<file path="src/rtl/tex_fetch_pkg.sv">
// rtl/tex_fetch_pkg.sv - shared SPI texture fetch constants and FSM encoding
package tex_fetch_pkg;

    localparam int          READ_LEN_DEF = 64;
    localparam int          ADDR_LEN_DEF = 24;
    localparam logic [7:0]  SPI_CMD_DEF  = 8'h03;
    localparam int          CNT_W        = 7;
    localparam int          SLICE_W      = 9;

    typedef enum logic [2:0] {
        ST_IDLE = 3'd0,
        ST_CMD  = 3'd1,
        ST_ADDR = 3'd2,
        ST_DATA = 3'd3,
        ST_DONE = 3'd4
    } fetch_state_e;

endpackage

</file>
<file path="src/rtl/tex_fetch_spi_flash_reader.sv">
// rtl/tex_fetch_spi_flash_reader.sv - SPI READ sequencer: command, address, data shift
module spi_flash_reader
    import tex_fetch_pkg::*;
#(
    parameter int         READ_LEN = READ_LEN_DEF,
    parameter int         ADDR_LEN = ADDR_LEN_DEF,
    parameter logic [7:0] SPI_CMD  = SPI_CMD_DEF
) (
    input  logic                clk,
    input  logic                reset_n,
    input  logic                i_start,
    input  logic                i_swap,
    input  logic [ADDR_LEN-1:0] i_addr,
    output logic                o_csb,
    output logic                o_mosi,
    input  logic                i_miso,
    output logic                o_busy,
    output logic                o_done,
    output logic [READ_LEN-1:0] o_fill
);

    fetch_state_e         state_q, state_d;
    logic [CNT_W-1:0]     cnt_q, cnt_d;
    logic [ADDR_LEN-1:0]  sh_q, sh_d;
    logic [READ_LEN-1:0]  fill_q, fill_d;

    always_ff @(posedge clk or negedge reset_n) begin
        if (!reset_n) begin
            state_q <= ST_IDLE;
            cnt_q   <= '0;
            sh_q    <= '0;
        end else begin
            state_q <= state_d;
            cnt_q   <= cnt_d;
            sh_q    <= sh_d;
        end
    end

    always_comb begin
        state_d = state_q;
        cnt_d   = cnt_q;
        sh_d    = sh_q;
        unique case (state_q)
            ST_IDLE: begin
                if (i_start) begin
                    state_d = ST_CMD;
                    cnt_d   = '0;
                end
            end
            ST_CMD: begin
                cnt_d = cnt_q + 1'b1;
                if (cnt_q == CNT_W'(7)) begin
                    state_d = ST_ADDR;
                    cnt_d   = '0;
                    sh_d    = i_addr;
                end
            end
            ST_ADDR: begin
                cnt_d = cnt_q + 1'b1;
                sh_d  = {sh_q[ADDR_LEN-2:0], 1'b0};
                if (cnt_q == CNT_W'(ADDR_LEN - 1)) begin
                    state_d = ST_DATA;
                    cnt_d   = '0;
                end
            end
            ST_DATA: begin
                cnt_d = cnt_q + 1'b1;
                if (cnt_q == CNT_W'(READ_LEN - 1)) begin
                    state_d = ST_DONE;
                    cnt_d   = '0;
                end
            end
            ST_DONE: begin
                // A new start wins over swap; the owner commits the swap on the same edge.
                if (i_start) begin
                    state_d = ST_CMD;
                    cnt_d   = '0;
                end else if (i_swap) begin
                    state_d = ST_IDLE;
                end
            end
            default: state_d = ST_IDLE;
        endcase
    end

    always_comb begin
        o_busy = (state_q == ST_CMD) || (state_q == ST_ADDR) || (state_q == ST_DATA);
        o_csb  = ~o_busy;
        o_done = (state_q == ST_DONE);
        o_mosi = 1'b0;
        if (state_q == ST_CMD) begin
            o_mosi = SPI_CMD[3'd7 - cnt_q[2:0]];
        end else if (state_q == ST_ADDR) begin
            o_mosi = sh_q[ADDR_LEN-1];
        end
    end

    // MISO is sampled on the falling clk edge, i.e. the rising edge of sclk = ~clk.
    always_comb begin
        fill_d = fill_q;
        if (state_q == ST_DATA) begin
            fill_d = {fill_q[READ_LEN-2:0], i_miso};
        end
    end

    always_ff @(negedge clk or negedge reset_n) begin
        if (!reset_n) begin
            fill_q <= '0;
        end else begin
            fill_q <= fill_d;
        end
    end

    assign o_fill = fill_q;

endmodule

</file>
<file path="src/rtl/tex_fetch.sv">
// rtl/tex_fetch.sv - texture line fetch from SPI flash with double-buffered texel output
module tex_fetch
    import tex_fetch_pkg::*;
#(
    parameter int         READ_LEN = READ_LEN_DEF,
    parameter int         ADDR_LEN = ADDR_LEN_DEF,
    parameter logic [7:0] SPI_CMD  = SPI_CMD_DEF
) (
    input  logic       clk,
    input  logic       reset_n,
    input  logic       i_start,
    input  logic [1:0] i_wall,
    input  logic       i_side,
    input  logic [5:0] i_texu,
    input  logic       i_swap,
    input  logic [5:0] i_texv,
    output logic       o_tex_csb,
    output logic       o_tex_sclk,
    output logic       o_tex_mosi,
    input  logic       i_tex_miso,
    output logic       o_texel,
    output logic       o_busy,
    output logic       o_underrun
);

    logic [SLICE_W-1:0]  slice_q, slice_d;
    logic [READ_LEN-1:0] display_q, display_d;
    logic                underrun_q, underrun_d;
    logic [READ_LEN-1:0] fill;
    logic [ADDR_LEN-1:0] spi_addr;
    logic [1:0]          wall_idx;
    logic                busy;
    logic                done;
    logic                accept;

    assign wall_idx = i_wall - 2'd1;
    assign accept   = i_start && !busy;
    assign spi_addr = ADDR_LEN'({slice_q, 3'b000});

    spi_flash_reader #(
        .READ_LEN (READ_LEN),
        .ADDR_LEN (ADDR_LEN),
        .SPI_CMD  (SPI_CMD)
    ) u_reader (
        .clk     (clk),
        .reset_n (reset_n),
        .i_start (i_start),
        .i_swap  (i_swap),
        .i_addr  (spi_addr),
        .o_csb   (o_tex_csb),
        .o_mosi  (o_tex_mosi),
        .i_miso  (i_tex_miso),
        .o_busy  (busy),
        .o_done  (done),
        .o_fill  (fill)
    );

    always_comb begin
        slice_d    = slice_q;
        display_d  = display_q;
        underrun_d = underrun_q;
        if (accept) begin
            slice_d = {wall_idx, i_side, i_texu};
        end
        if (i_swap && done) begin
            display_d  = fill;
            underrun_d = 1'b0;
        end else if (i_swap && busy) begin
            underrun_d = 1'b1;
        end
    end

    always_ff @(posedge clk or negedge reset_n) begin
        if (!reset_n) begin
            slice_q    <= '0;
            display_q  <= '0;
            underrun_q <= 1'b0;
        end else begin
            slice_q    <= slice_d;
            display_q  <= display_d;
            underrun_q <= underrun_d;
        end
    end

    assign o_tex_sclk = ~clk;
    assign o_busy     = busy;
    assign o_underrun = underrun_q;
    assign o_texel    = display_q[i_texv];

endmodule

</file>
<file path="config.mk">
export PLATFORM = sky130hd
export DESIGN_NAME = tex_fetch
export DESIGN_NICKNAME = d
export VERILOG_FILES = /design/src/rtl/tex_fetch_pkg.sv /design/src/rtl/tex_fetch_spi_flash_reader.sv /design/src/rtl/tex_fetch.sv
export SDC_FILE = /design/constraint.sdc
export NUM_CORES = 1
export LEC_CHECK = 0
export ABC_AREA = 1
export CORE_ASPECT_RATIO = 0.6
export CORE_MARGIN = 4
export CORE_UTILIZATION = 45
export CTS_BUF_LIST = sky130_fd_sc_hd__clkbuf_16
export DETAILED_ROUTE_END_ITERATION = 6
export PLACE_DENSITY_LB_ADDON = 0.08
export SYNTH_ARGS = -nofsm -noshare
export SYNTH_HDL_FRONTEND = slang
export SYNTH_SLANG_ARGS = --single-unit
</file>
<file path="constraint.sdc">
create_clock -name clk -period 2.8 [get_ports clk]
set_input_delay 0.56 -clock clk [delete_from_list [all_inputs] [get_ports clk]]
set_output_delay 0.56 -clock clk [all_outputs]
set_load 0.1 [all_outputs]
</file>
==> qor.yml <==
status:
  outcome: "complete, no violations"
global_route:
  antenna_found_initial: 0
  grt_pass1_wl_mm: 26.4
  grt_max_degree: 128
  grt.total_usage: 0.179
  first_global_vias: 5287
  overflow: 0
detailed_routing:
  routedWlPerCell_microns: 14.3
  viasPerCell: 4.99
  routed_wl_mm: 15.6
  drt_iter0_drc: 433
  via_count: 5471
  ant_nets: 0
  dr.pass1.iters: 5
  drc: 0
setup_path:
  worstSetupEndpointType: "register"
  worstPathMaxFanout: 21
  startpoint_type: "register"
  r2r_slack_ns: 0.1
  crit_chain: "inv_2 -> nand2_2 -> nor2_4 -> buf_12 -> buf_16 -> o21ai_0"
  worstPathArrival_ns: 1.54
  slowest_stage: "dfrtp_1"
  crit_type: "register to register"
  critPathMaxStageDelay_ns: 0.39
  worstPathRequired_ns: 1.64
  path_buf_inv: 3
  crit_family: "buffers and inverters"
placed_design:
  io_buffers: 25
  gp_congestion: 0.844
  placedInstanceArea_sq_mm: 0.00783
  dp_slack_ns: -0.299
  dp_cells: 1056
  place_hpwl_mm: 9.61
sta:
  max_slew_margin: 0.690
  setup_viol: 0
  fin_setup_tns_ns: 0
  worst_pin_slew_ns: 0.465
  clock-skew-final_ns: 0.0356
  drv_slew: 0
  finalWorstSetupSlack_ns: 0.0980
  rsz0062_at_grt: "yes"
  whs_ns: 0.425
  final_hold_viol_count: 0
logic_synthesis:
  synth_top_cell_by_area: "dfrtp_1"
  netlist_area_sq_mm: 0.00726
  synthesis.nets: 875
  avgSynthCellArea_sq_um: 8.50
  ys_seq_area_frac: 0.583
  ys_warn_count: 0
  synth_top_area_frac: 0.362
  yosys-top-cells-area: "dfrtp_1 36%, dfrtn_1 22%, nand2_1 14%"
  ys_ff_latch: 169
  syn-instance-count: 854
  ys_types: 28
final_layout:
  final_cell_mix: "267 x nand2_1, 134 x o21ai_0, 105 x inv_1, 105 x dfrtp_1, 66 x nand3_1"
  area_delta_synth_final_pct: 18.9
  final_common_cell: "nand2_1"
  layout.nets: 902
  fin_area_sq_mm: 0.00863
  drive_above_1_share: 0.0917
  insertedDiodeCount: 0
  instances_no_fill: 1097
clocking:
  clock_latency_ns: 0.43
  cts_tree: "done"
  clk_pin_slew_ns: 0.08
  cts.path.max_buffers: 2
  htree_levels: 4
  numCtsBuffers: 17
  ctsRootBufferMaster: "clkbuf_16"
floorplan:
  dieWidth_microns: 172
  rows: 35
  die-area_sq_mm: 0.0183
  ios: 26
  die_h_microns: 106
  core-area_sq_mm: 0.0156
  start_util: 0.466
pwr:
  power_density_mw_per_mm2: 594
  power_leakage_nw: 3.95
  peakVddDrop_uv: 668
run:
  maxCapViolCount: 0
worst_hold_path:
  hp-class: "register to register"
synthesized netlist by cell type:
cell type and number:
dfrtn_1 64, xor2_1 5, clkbuf_1 20, inv_2 2
o21ai_1 4, o2111ai_1 1, o21ai_0 138, mux2i_1 1
dfrtp_1 105, nand4_1 2, o22ai_1 12, inv_1 108
ha_1 1, nor2_1 9, buf_1 1, buf_2 19
nor3_2 1, o21ai_2 1, nor2_4 2, nor2_2 3
a21oi_1 5, buf_4 3, o211ai_1 8, nand2_2 1
nand2_1 269, buf_6 1, nor3_1 2, nand3_1 66
final timing paths:
check | start | endpoint | cells after the start
worst max-delay path | u_reader.state_q[2] | u_reader.o_fill[36] | 6
worst min-delay path | u_reader.o_fill[54] | u_reader.o_fill[55] | 2
worst max register to register | u_reader.state_q[2] | u_reader.o_fill[36] | 6
worst min register to register | u_reader.o_fill[54] | u_reader.o_fill[55] | 2
max in group asynchronous | reset_n | u_reader.o_fill[37] | 3
min in group asynchronous | reset_n | u_reader.cnt_q[1] | 2
per-stage QoR:
step	power, W	util
final	0.00513	0.554
after global placement	0.00283	0.502
after CTS	0.00517	0.545
after detailed placement	0.00283	0.502
after floorplan	0.00269	-
after global routing	0.00532	0.554
state kept, by name, indices dropped and copies added, names as in the netlist:
name / cells
u_reader.o_fill: 64
u_reader.sh_q: 21
o_underrun: 1
u_reader.cnt_q: 7
display_q: 64
u_reader.state_q: 3
slice_q: 9
logic make-up (layout without fill, tap and decap cells):
family,Yosys count,count (layout),synth area share
xor+xnor,5,5,0.00603
simple gates,355,355,0.200
mux,1,1,0.00138
flops,169,169,0.583
buf+inv,154,194,0.0855
fa+ha+maj,1,1,0.00172
compound gates,169,169,0.122
report_power, final:
group          internal (W)  switching (W)  total (W)
registers           0.00245     0.00000399    0.00246
clock network       0.00126        0.00121    0.00247
logic             0.0000760       0.000122   0.000198
total               0.00379        0.00134    0.00513
repair_timing:
item | in CTS | in global routing
setup buffers | 2 | 1
resized for setup | 6 | 12
cloned | 1 | 4
pin swaps | 1 | 0
hold buffers | 1 | 0
endpoints found under the hold margin | 11 | 0
endpoints found under the setup margin | 12 | 47
layout make-up:
class                      count  area, sq um
timing repair buffer          51          704
clock buffer                  19          458
multi-input combinational    531         2420
tap                          203          254
clock inverter                15          148
sequential                   169         4230
inverter                     109          413
fill                        1402         6960
tightest hold or removal path: cells and delay by family, from the launching register on:
family             cells  cell delay [ns]
and+or+nand+nor        1             0.05
DFF                    1             0.40
AOI/OAI and AO/OA      1             0.06
metal layers:
| layer | vias up | wire length (microns) | track usage |
|---|---|---|---|
| met1 | 2605 | 8670 | 0.287 |
| met4 | 0 | 137 | 0.0494 |
| met3 | 12 | 509 | 0.0386 |
| met2 | 77 | 6330 | 0.240 |
| met5 | - | 0 | 0 |
| li1 | 2777 | - | - |
(Power assumes the default switching activity.)
